### src/rtl/chrono_counter_pkg.sv
// rtl/chrono_counter_pkg.sv - shared stopwatch constants, FSM encoding and packed time type
package chrono_counter_pkg;

    localparam int DIGIT_W      = 4;
    localparam int NUM_DIGITS   = 8;
    localparam int CENT_MAX     = 9;
    localparam int SEC_TENS_MAX = 5;
    localparam int MIN_TENS_MAX = 5;

    typedef enum logic {
        LIVE = 1'b0,
        HOLD = 1'b1
    } state_t;

    typedef struct packed {
        logic [DIGIT_W-1:0] hr1;
        logic [DIGIT_W-1:0] hr0;
        logic [DIGIT_W-1:0] min1;
        logic [DIGIT_W-1:0] min0;
        logic [DIGIT_W-1:0] sec1;
        logic [DIGIT_W-1:0] sec0;
        logic [DIGIT_W-1:0] cent1;
        logic [DIGIT_W-1:0] cent0;
    } time_t;

    // Digit index 0 is cent0; hour digits count to 9 and rely on the HR_MAX wrap compare.
    function automatic logic [DIGIT_W-1:0] digit_limit(input int idx);
        case (idx)
            3:       return DIGIT_W'(SEC_TENS_MAX);
            5:       return DIGIT_W'(MIN_TENS_MAX);
            default: return DIGIT_W'(CENT_MAX);
        endcase
    endfunction

endpackage

### src/rtl/chrono_counter_if.sv
// rtl/chrono_counter_if.sv - control inputs and display outputs of the time-base
interface chrono_counter_if;
    import chrono_counter_pkg::*;

    logic               tick_cent;
    logic               en;
    logic               clr;
    logic               split;
    logic [DIGIT_W-1:0] o_cent_0;
    logic [DIGIT_W-1:0] o_cent_1;
    logic [DIGIT_W-1:0] o_sec_0;
    logic [DIGIT_W-1:0] o_sec_1;
    logic [DIGIT_W-1:0] o_min_0;
    logic [DIGIT_W-1:0] o_min_1;
    logic [DIGIT_W-1:0] o_hr_0;
    logic [DIGIT_W-1:0] o_hr_1;
    logic               held;
    logic               wrap;

    modport master (
        output tick_cent, en, clr, split,
        input  o_cent_0, o_cent_1, o_sec_0, o_sec_1, o_min_0, o_min_1, o_hr_0, o_hr_1,
        input  held, wrap
    );

    modport slave (
        input  tick_cent, en, clr, split,
        output o_cent_0, o_cent_1, o_sec_0, o_sec_1, o_min_0, o_min_1, o_hr_0, o_hr_1,
        output held, wrap
    );

endinterface

### src/rtl/chrono_counter_bcd_digit.sv
// rtl/chrono_counter_bcd_digit.sv - one BCD digit with parameterised limit and look-ahead carry
module bcd_digit
    import chrono_counter_pkg::*;
#(
    parameter logic [DIGIT_W-1:0] LIMIT = DIGIT_W'(CENT_MAX)
) (
    input  logic               clk,
    input  logic               rst,
    input  logic               i_en_in,
    input  logic               i_clr,
    output logic [DIGIT_W-1:0] o_value,
    output logic [DIGIT_W-1:0] o_next,
    output logic               o_carry_out
);

    logic [DIGIT_W-1:0] r_value;
    logic [DIGIT_W-1:0] w_next;

    always_comb begin
        w_next = r_value;
        if (i_clr) begin
            w_next = '0;
        end else if (i_en_in) begin
            w_next = (r_value == LIMIT) ? '0 : r_value + DIGIT_W'(1);
        end
    end

    always_ff @(posedge clk or posedge rst) begin
        if (rst) begin
            r_value <= '0;
        end else begin
            r_value <= w_next;
        end
    end

    assign o_value     = r_value;
    assign o_next      = w_next;
    assign o_carry_out = i_en_in & (r_value == LIMIT);

endmodule

### src/rtl/chrono_counter.sv
// rtl/chrono_counter.sv - BCD HH:MM:SS.CC time-base with split/lap hold and wrap pulse
module chrono_counter
    import chrono_counter_pkg::*;
#(
    parameter int HR_MAX   = 99,
    parameter int TICK_DIV = 1
) (
    input  logic              clk,
    input  logic              rst,
    chrono_counter_if.slave   bus
);

    localparam int                 DIV_W    = (TICK_DIV > 1) ? $clog2(TICK_DIV) : 1;
    localparam logic [DIV_W-1:0]   DIV_LAST = DIV_W'(TICK_DIV - 1);
    localparam logic [DIGIT_W-1:0] HR_MAX_1 = DIGIT_W'(HR_MAX / 10);
    localparam logic [DIGIT_W-1:0] HR_MAX_0 = DIGIT_W'(HR_MAX % 10);

    logic [DIV_W-1:0]                     r_div;
    state_t                               r_state;
    state_t                               w_state_next;
    time_t                                r_snap;
    time_t                                r_out;
    time_t                                w_snap_next;
    time_t                                w_out_next;
    time_t                                w_live_next;
    logic                                 r_wrap;
    logic                                 w_step;
    logic                                 w_wrap;
    logic                                 w_capture;
    logic                                 w_unused_carry;
    logic [NUM_DIGITS-1:0]                w_en_in;
    logic [NUM_DIGITS-1:0]                w_carry;
    logic [NUM_DIGITS-1:0][DIGIT_W-1:0]   w_val;
    logic [NUM_DIGITS-1:0][DIGIT_W-1:0]   w_nxt;

    assign w_step         = bus.en & bus.tick_cent & (r_div == DIV_LAST) & ~bus.clr;
    assign w_en_in        = {w_carry[NUM_DIGITS-2:0], w_step};
    // Everything below the hours is at max whenever a step reaches hr0; compare hours against HR_MAX.
    assign w_wrap         = w_en_in[6] & (w_val[7] == HR_MAX_1) & (w_val[6] == HR_MAX_0);
    assign w_unused_carry = w_carry[NUM_DIGITS-1];
    assign w_live_next    = time_t'(w_nxt);

    for (genvar k = 0; k < NUM_DIGITS; k++) begin : g_dig
        bcd_digit #(
            .LIMIT (digit_limit(k))
        ) u_dig (
            .clk         (clk),
            .rst         (rst),
            .i_en_in     (w_en_in[k]),
            .i_clr       (bus.clr | w_wrap),
            .o_value     (w_val[k]),
            .o_next      (w_nxt[k]),
            .o_carry_out (w_carry[k])
        );
    end

    always_comb begin
        w_state_next = r_state;
        w_capture    = 1'b0;
        if (bus.clr) begin
            w_state_next = LIVE;
        end else begin
            case (r_state)
                LIVE: if (bus.split && bus.en) begin
                    w_state_next = HOLD;
                    w_capture    = 1'b1;
                end
                HOLD: if (bus.split) begin
                    w_state_next = LIVE;
                end
                default: w_state_next = LIVE;
            endcase
        end
        w_snap_next = r_snap;
        if (bus.clr) begin
            w_snap_next = '0;
        end else if (w_capture) begin
            w_snap_next = w_live_next;
        end
        w_out_next = (w_state_next == HOLD) ? w_snap_next : w_live_next;
    end

    always_ff @(posedge clk or posedge rst) begin
        if (rst) begin
            r_state <= LIVE;
            r_snap  <= '0;
            r_out   <= '0;
            r_wrap  <= 1'b0;
            r_div   <= '0;
        end else begin
            r_state <= w_state_next;
            r_snap  <= w_snap_next;
            r_out   <= w_out_next;
            r_wrap  <= w_wrap;
            if (bus.clr) begin
                r_div <= '0;
            end else if (bus.en && bus.tick_cent) begin
                r_div <= (r_div == DIV_LAST) ? '0 : r_div + DIV_W'(1);
            end
        end
    end

    assign bus.o_cent_0 = r_out.cent0;
    assign bus.o_cent_1 = r_out.cent1;
    assign bus.o_sec_0  = r_out.sec0;
    assign bus.o_sec_1  = r_out.sec1;
    assign bus.o_min_0  = r_out.min0;
    assign bus.o_min_1  = r_out.min1;
    assign bus.o_hr_0   = r_out.hr0;
    assign bus.o_hr_1   = r_out.hr1;
    assign bus.held     = (r_state == HOLD);
    assign bus.wrap     = r_wrap;

endmodule

### src/flat_wrapper.sv
// flat-port wrapper written by rule: the top's interface ports become plain ports
module chrono_counter_flat import chrono_counter_pkg::*;
#(
    parameter int HR_MAX   = 99,
    parameter int TICK_DIV = 1
)
  (clk, rst, bus_tick_cent, bus_en, bus_clr, bus_split, bus_o_cent_0, bus_o_cent_1, bus_o_sec_0, bus_o_sec_1, bus_o_min_0, bus_o_min_1, bus_o_hr_0, bus_o_hr_1, bus_held, bus_wrap);
  chrono_counter_if bus_i ();
  input  logic clk;
  input  logic rst;
  input wire logic [$bits(bus_i.tick_cent)-1:0] bus_tick_cent;
  input wire logic [$bits(bus_i.en)-1:0] bus_en;
  input wire logic [$bits(bus_i.clr)-1:0] bus_clr;
  input wire logic [$bits(bus_i.split)-1:0] bus_split;
  output wire logic [$bits(bus_i.o_cent_0)-1:0] bus_o_cent_0;
  output wire logic [$bits(bus_i.o_cent_1)-1:0] bus_o_cent_1;
  output wire logic [$bits(bus_i.o_sec_0)-1:0] bus_o_sec_0;
  output wire logic [$bits(bus_i.o_sec_1)-1:0] bus_o_sec_1;
  output wire logic [$bits(bus_i.o_min_0)-1:0] bus_o_min_0;
  output wire logic [$bits(bus_i.o_min_1)-1:0] bus_o_min_1;
  output wire logic [$bits(bus_i.o_hr_0)-1:0] bus_o_hr_0;
  output wire logic [$bits(bus_i.o_hr_1)-1:0] bus_o_hr_1;
  output wire logic [$bits(bus_i.held)-1:0] bus_held;
  output wire logic [$bits(bus_i.wrap)-1:0] bus_wrap;
  assign bus_i.tick_cent = bus_tick_cent;
  assign bus_i.en = bus_en;
  assign bus_i.clr = bus_clr;
  assign bus_i.split = bus_split;
  assign bus_o_cent_0 = bus_i.o_cent_0;
  assign bus_o_cent_1 = bus_i.o_cent_1;
  assign bus_o_sec_0 = bus_i.o_sec_0;
  assign bus_o_sec_1 = bus_i.o_sec_1;
  assign bus_o_min_0 = bus_i.o_min_0;
  assign bus_o_min_1 = bus_i.o_min_1;
  assign bus_o_hr_0 = bus_i.o_hr_0;
  assign bus_o_hr_1 = bus_i.o_hr_1;
  assign bus_held = bus_i.held;
  assign bus_wrap = bus_i.wrap;
  chrono_counter #(.HR_MAX(HR_MAX), .TICK_DIV(TICK_DIV)) u_core (.clk(clk), .rst(rst), .bus(bus_i));
endmodule
### config.mk
export PLATFORM = sky130hd
export DESIGN_NAME = chrono_counter_flat
export DESIGN_NICKNAME = d
export VERILOG_FILES = /design/src/rtl/chrono_counter_pkg.sv /design/src/rtl/chrono_counter_if.sv /design/src/rtl/chrono_counter_bcd_digit.sv /design/src/rtl/chrono_counter.sv /design/src/flat_wrapper.sv
export SDC_FILE = /design/constraint.sdc
export NUM_CORES = 1
export LEC_CHECK = 0
export CAP_MARGIN = 5
export CORE_UTILIZATION = 63
export CTS_BUF_LIST = sky130_fd_sc_hd__clkbuf_16
export DETAILED_ROUTE_END_ITERATION = 16
export DONT_BUFFER_PORTS = 1
export PLACE_DENSITY = 0.82
export SLEW_MARGIN = 25
export SYNTH_ARGS = -nofsm -noshare
export SYNTH_HDL_FRONTEND = slang
export SYNTH_SLANG_ARGS = --single-unit
### constraint.sdc
create_clock -name clk -period 4.1 [get_ports clk]
set_clock_uncertainty 0.15 [all_clocks]
set_input_delay 0.205 -clock clk [delete_from_list [all_inputs] [get_ports clk]]
set_output_delay 0.205 -clock clk [all_outputs]
set_load 0.03 [all_outputs]
# Yosys cells after proc, flatten, opt, wreduce, memory -nomap -nowiden

Index checks and enable logic that the tools add are counted.

Bits in registers: 99
Bits of input ports: 6

Equal/unequal tests: 8
Reductions and logical operators: 3
Multiplexer cells: 36
Bitwise operators: 16
Add/subtract/negate cells: 9

Operators by type and width:

| kind                                                            | number |
|---|---|
| 32-bit two-way mux                                              | 3 |
| 4-bit two-way mux                                               | 24 |
| 4-bit by 1-bit adder with 4-bit output, second input constant   | 8 |
| 4-bit == test, second input constant                            | 6 |
| 1-bit bitwise AND                                               | 12 |
| 4-bit by 3-bit == test with 1-bit output, second input constant | 2 |
| 1-bit two-way mux                                               | 8 |
| 1-bit NOT                                                       | 3 |
| 1-bit logical AND                                               | 2 |
| 1-bit one-hot mux with 2 select lines                           | 1 |
| 2-bit nonzero test                                              | 1 |
| 1-bit adder, second input constant                              | 1 |
| 1-bit OR                                                        | 1 |

# Depth between registers and ports, before layout

Word-level depth: 16
Mapped depth: 9

# Cells and area by module

From an unflattened synthesis, not the netlist that was laid out.

Cell total of the unflattened synthesis: 387
Area, all modules: 4282.9 µm²

By module, submodules not included:

| module                                 | sequential area each (µm²) | cells each | area an instance (µm²) | times used |
|---|---|---|---|---|
| chrono_counter                         | 1651.6                     | 221        | 2593.7                 | 1 |
| bcd_digit at u_core.g_dig[0].u_dig ... | 100.1                      | 21         | 216.5                  | 6 |
| bcd_digit at u_core.g_dig[3].u_dig ... | 100.1                      | 20         | 195.2                  | 2 |

# Least setup slack after synthesis

No wires, ideal clock.

Kind: reg2reg
Start point: reg u_core.g_dig[1].u_dig.r_value[1]
End point: reg u_core.r_out (netlist bit u_core.bus.o_hr_0[3])
Buffers on the path: 2
Stages on the path, launching flop included: 10
Setup time: 0.119 ns
Clock period less this slack: 2.045 ns
Arrival time: 1.776 ns
Required time: 3.831 ns
Path slack: 2.055 ns
Path through: dfrtp_1 -> inv_1 -> ha_1 -> and3b_1 -> buf_4 -> nand3_2 -> buf_2 -> o41ai_1 -> nand3_1 -> o21a_1

RTL lines:

| item                     | RTL line                       | RTL |
|---|---|---|
| start: declaration       | chrono_counter_bcd_digit.sv:16 | `logic [DIGIT_W-1:0] r_value;` |
| start signal: assignment | chrono_counter_bcd_digit.sv:32 | `r_value <= w_next;` |
| end signal: assignment   | chrono_counter.sv:93           | `r_out <= w_out_next;` |
| end: declaration         | chrono_counter.sv:22           | `time_t r_out;` |

==> run_results.csv <==
group,metric,value,unit
timing,finalWorstSetupSlack,1.55,ns
worst_setup_path,crit_chain,"inv_1 -> ha_1 -> and3b_1 -> nand3_2 -> o41ai_1 -> nand3_1 -> o21a_1",
logic_synthesis,synth_edf_count,0,
clock_tree,clkSinkCount,98,
floorplan,core_area,0.00694,sq mm
clock_tree,tritoncts,"built",
detailed_routing,drt-initial-drc-count,142,
global_routing,antenna_found_initial,0,
logic_synthesis,yosysSeqAreaShare,53.2,%
global_routing,grt_pass1_wl,15600,um
detailed_routing,ant_nets,0,
final_layout,nNetsFinal,474,
timing,finalCriticalPeriod,2.55,ns
logic_synthesis,synth_fp_nets,488,
clock_tree,cts_resized,0,
clock_tree,cts_made_buffers,9,
global_routing,grt_usage,26.8,%
worst_setup_path,end_kind,"flop",
timing,slew_violations,0,
logic_synthesis,ys_types,48,
logic_synthesis,synth_top_flop_cell,"dfrtp_1",
final_layout,fin_util,71.6,%
worst_setup_path,required,4.18,ns
timing,relSlewSlack,43.6,%
logic_synthesis,syn-cell-area,0.00461,sq mm
min_path,hp-class,"input port to flop",
timing,setup_viol,0,
run,cap_violations,0,
placement,post_dp_cell_area,0.00465,sq mm
detailed_routing,routed_wirelength,9110,um
placement,io_buffer_count,0,
global_routing,grt_pass1_vias,3242,
worst_setup_path,worstRegToRegCells,7,
worst_setup_path,cp_slowest_stage_delay,0.47,ns
floorplan,die_width,87.6,um
status,outcome,"finished, final reports clean",
final_layout,syn2layout_area_growth,7.87,%
global_routing,grt_max_degree,83,
logic_synthesis,syn_area_per_cell,9.89,sq um
timing,max_freq,392,MHz
worst_setup_path,cp-start-kind,"flop",
clock_tree,clock_latency,0.34,ns
placement,dp_hpwl,5800,um
power,cellLeakagePower,0.00222,uW
timing,tns,0,ns
clock_tree,cts_buffer_depth,2,
timing,hold_viol,0,
power,p_per_area,388,mW/mm^2
timing,rsz0062_at_grt,"false",
detailed_routing,via_per_inst,6.10,
worst_setup_path,critPathBufInv,1,
logic_synthesis,syn_inst,466,
worst_setup_path,path_max_fanout,15,
detailed_routing,drtPass1Iterations,5,
detailed_routing,drcViolationCount,0,
logic_synthesis,synth_warnings,0,
clock_tree,clk_pin_slew,0.07,ns
clock_tree,clockRootBuffer,"clkbuf_16",
final_layout,final_cell_mix,"dfrtp_1 (98), nor2_1 (95), a211oi_1 (47), nand2_1 (26), a21oi_1 (25)",
timing,worst_pin_slew,0.846,ns
detailed_routing,wl_per_cell,16.5,um
timing,period_share,62.3,%
final_layout,multi_input_area,0.00199,sq mm
final_layout,layout_commonest_cell,"dfrtp_1",
min_path,min_from,"bus_split",
global_routing,grt-ovfl-total,0,
worst_setup_path,crit_slowest_cell,"o41ai_1",
worst_setup_path,r2r_setup_slack,1.55,ns
floorplan,num_rows,30,
floorplan,die_area,0.00767,sq mm
placement,dp_slack,1.63,ns
final_layout,fin_area,0.00497,sq mm
power,ir_drop,0.201,mV
floorplan,start_util,66.4,%
min_path,worstHoldEndpoint,"u_core.bus.o_hr_1[2]",
logic_synthesis,synth_async_sr_flop_share,100,%
worst_setup_path,r2r-end,"u_core.bus.o_hr_0[3]",
min_path,min_path_cells,3,
detailed_routing,vias,3375,
floorplan,dieHeight,87.6,um
final_layout,seq_area,0.00245,sq mm
worst_setup_path,worstSetupPathType,"flop to flop",
placement,place_congestion,0.890,
final_layout,n_fill_cell,479,
final_layout,num_antenna_cells,0,
final_layout,drive_gt1_share,6.35,%
logic_synthesis,synth-seq-cells,98,
floorplan,io_pins,40,
clock_tree,h-tree-depth,3,
worst_setup_path,arrival,2.64,ns
worst_setup_path,crit_family,"simple AND/OR/NAND/NOR gates",
worst_setup_path,regToRegStartpoint,"u_core.g_dig[1].u_dig.o_value[1]",
worst min-delay path: cells and delay by family:
kind             cells  cell delay [ns]
AND/OR/NAND/NOR      2             0.21
AO/OA/AOI/OAI        1             0.05
through the flow:
| stage | hold slack [ns] | total power (uW) | std cells |
|---|---|---|---|
| floorplan | 0.267 | 1110 | 466 |
| global placement | 0.0872 | 1110 | 534 |
| detailed placement | 0.0884 | 1120 | 535 |
| CTS | 0.000513 | 1940 | 553 |
| global route | 0.00582 | 2000 | 553 |
| finish | 0.0126 | 1930 | 553 |
kinds of logic (layout without fill, tap and decap cells):
| family | after synthesis | count (layout) | synth area share, % |
|---|---|---|---|
| AND/OR/NAND/NOR | 196 | 196 | 20.5 |
| AO/OA/AOI/OAI | 101 | 101 | 15.0 |
| flip-flops | 98 | 98 | 53.2 |
| buffers and inverters | 40 | 31 | 3.77 |
| adder cells (fa/ha/maj) | 16 | 16 | 4.34 |
| multiplexers | 12 | 12 | 2.61 |
| XOR/XNOR | 3 | 3 | 0.570 |
metal layers:
layer / wire length (um) / track usage, %
met1: 4350 / 37.9
met2: 4250 / 41.4
met3: 410 / 5.28
met4: 96 / 10.3
met5: 0 / 0
report_power, final:
group / internal, uW / switching (uW) / total, uW
sequential: 989 / 26.2 / 1020
clock: 465 / 347 / 812
combinational: 31.2 / 70.2 / 101
total: 1490 / 443 / 1930
worst max-delay path by stage:
stage,endpoint,startpoint,depth (start not counted)
final,u_core.bus.o_hr_0[3],u_core.g_dig[1].u_dig.o_value[1],7
after detailed placement,u_core.r_snap[27],u_core.g_dig[1].u_dig.o_value[1],7
after floorplan,u_core.bus.held,rst,1
after global routing,u_core.bus.o_hr_0[3],u_core.g_dig[1].u_dig.o_value[1],7
after global placement,u_core.r_snap[20],u_core.g_dig[1].u_dig.o_value[1],7
after CTS,u_core.bus.o_hr_0[3],u_core.g_dig[1].u_dig.o_value[1],7
Yosys cell counts (5+ instances only):
master | instances | area share [%]
nand3_1 | 13 | 1.4
nand4_1 | 6 | 0.81
inv_1 | 10 | 0.81
a21oi_1 | 25 | 2.7
dfrtp_1 | 98 | 53
and3b_1 | 8 | 1.5
nor3_1 | 14 | 1.5
o22ai_1 | 6 | 0.81
nor2_1 | 96 | 7.8
nand3b_1 | 6 | 0.98
ha_1 | 16 | 4.3
mux2i_1 | 12 | 2.6
o21ai_0 | 7 | 0.76
a211oi_1 | 47 | 7.7
nand2_1 | 26 | 2.1
clkbuf_1 | 20 | 1.6
nor4_1 | 6 | 0.81
nand2b_1 | 5 | 0.68
flip-flops by register name, indices dropped and copies added, names as in the netlist:
signal / cells
u_core.bus.o_hr_1: 4
u_core.bus.wrap: 1
u_core.bus.o_sec_0: 4
u_core.bus.o_sec_1: 4
u_core.bus.o_min_1: 4
u_core.r_snap: 32
u_core.bus.held: 1
u_core.bus.o_hr_0: 4
u_core.bus.o_cent_1: 4
u_core.bus.o_cent_0: 4
u_core.g_dig.u_dig.o_value: 32
u_core.bus.o_min_0: 4
layout make-up:
cell class              instances  area share [%]
inverters                      10           0.805
repair buffers                  5            1.61
clock inverters                 7            1.23
clock buffers                   9            4.53
flip-flops and latches         98            49.3
well taps                      96            2.42
multi-input cells             328            40.1
what timing repair did:
action / 4_1_cts / 5_1_grt
hold endpoints to repair: 142 / 0
hold buffers: 2 / 0
setup buffers: 0 / 0
No activity file was read; power rests on OpenSTA's default activity.
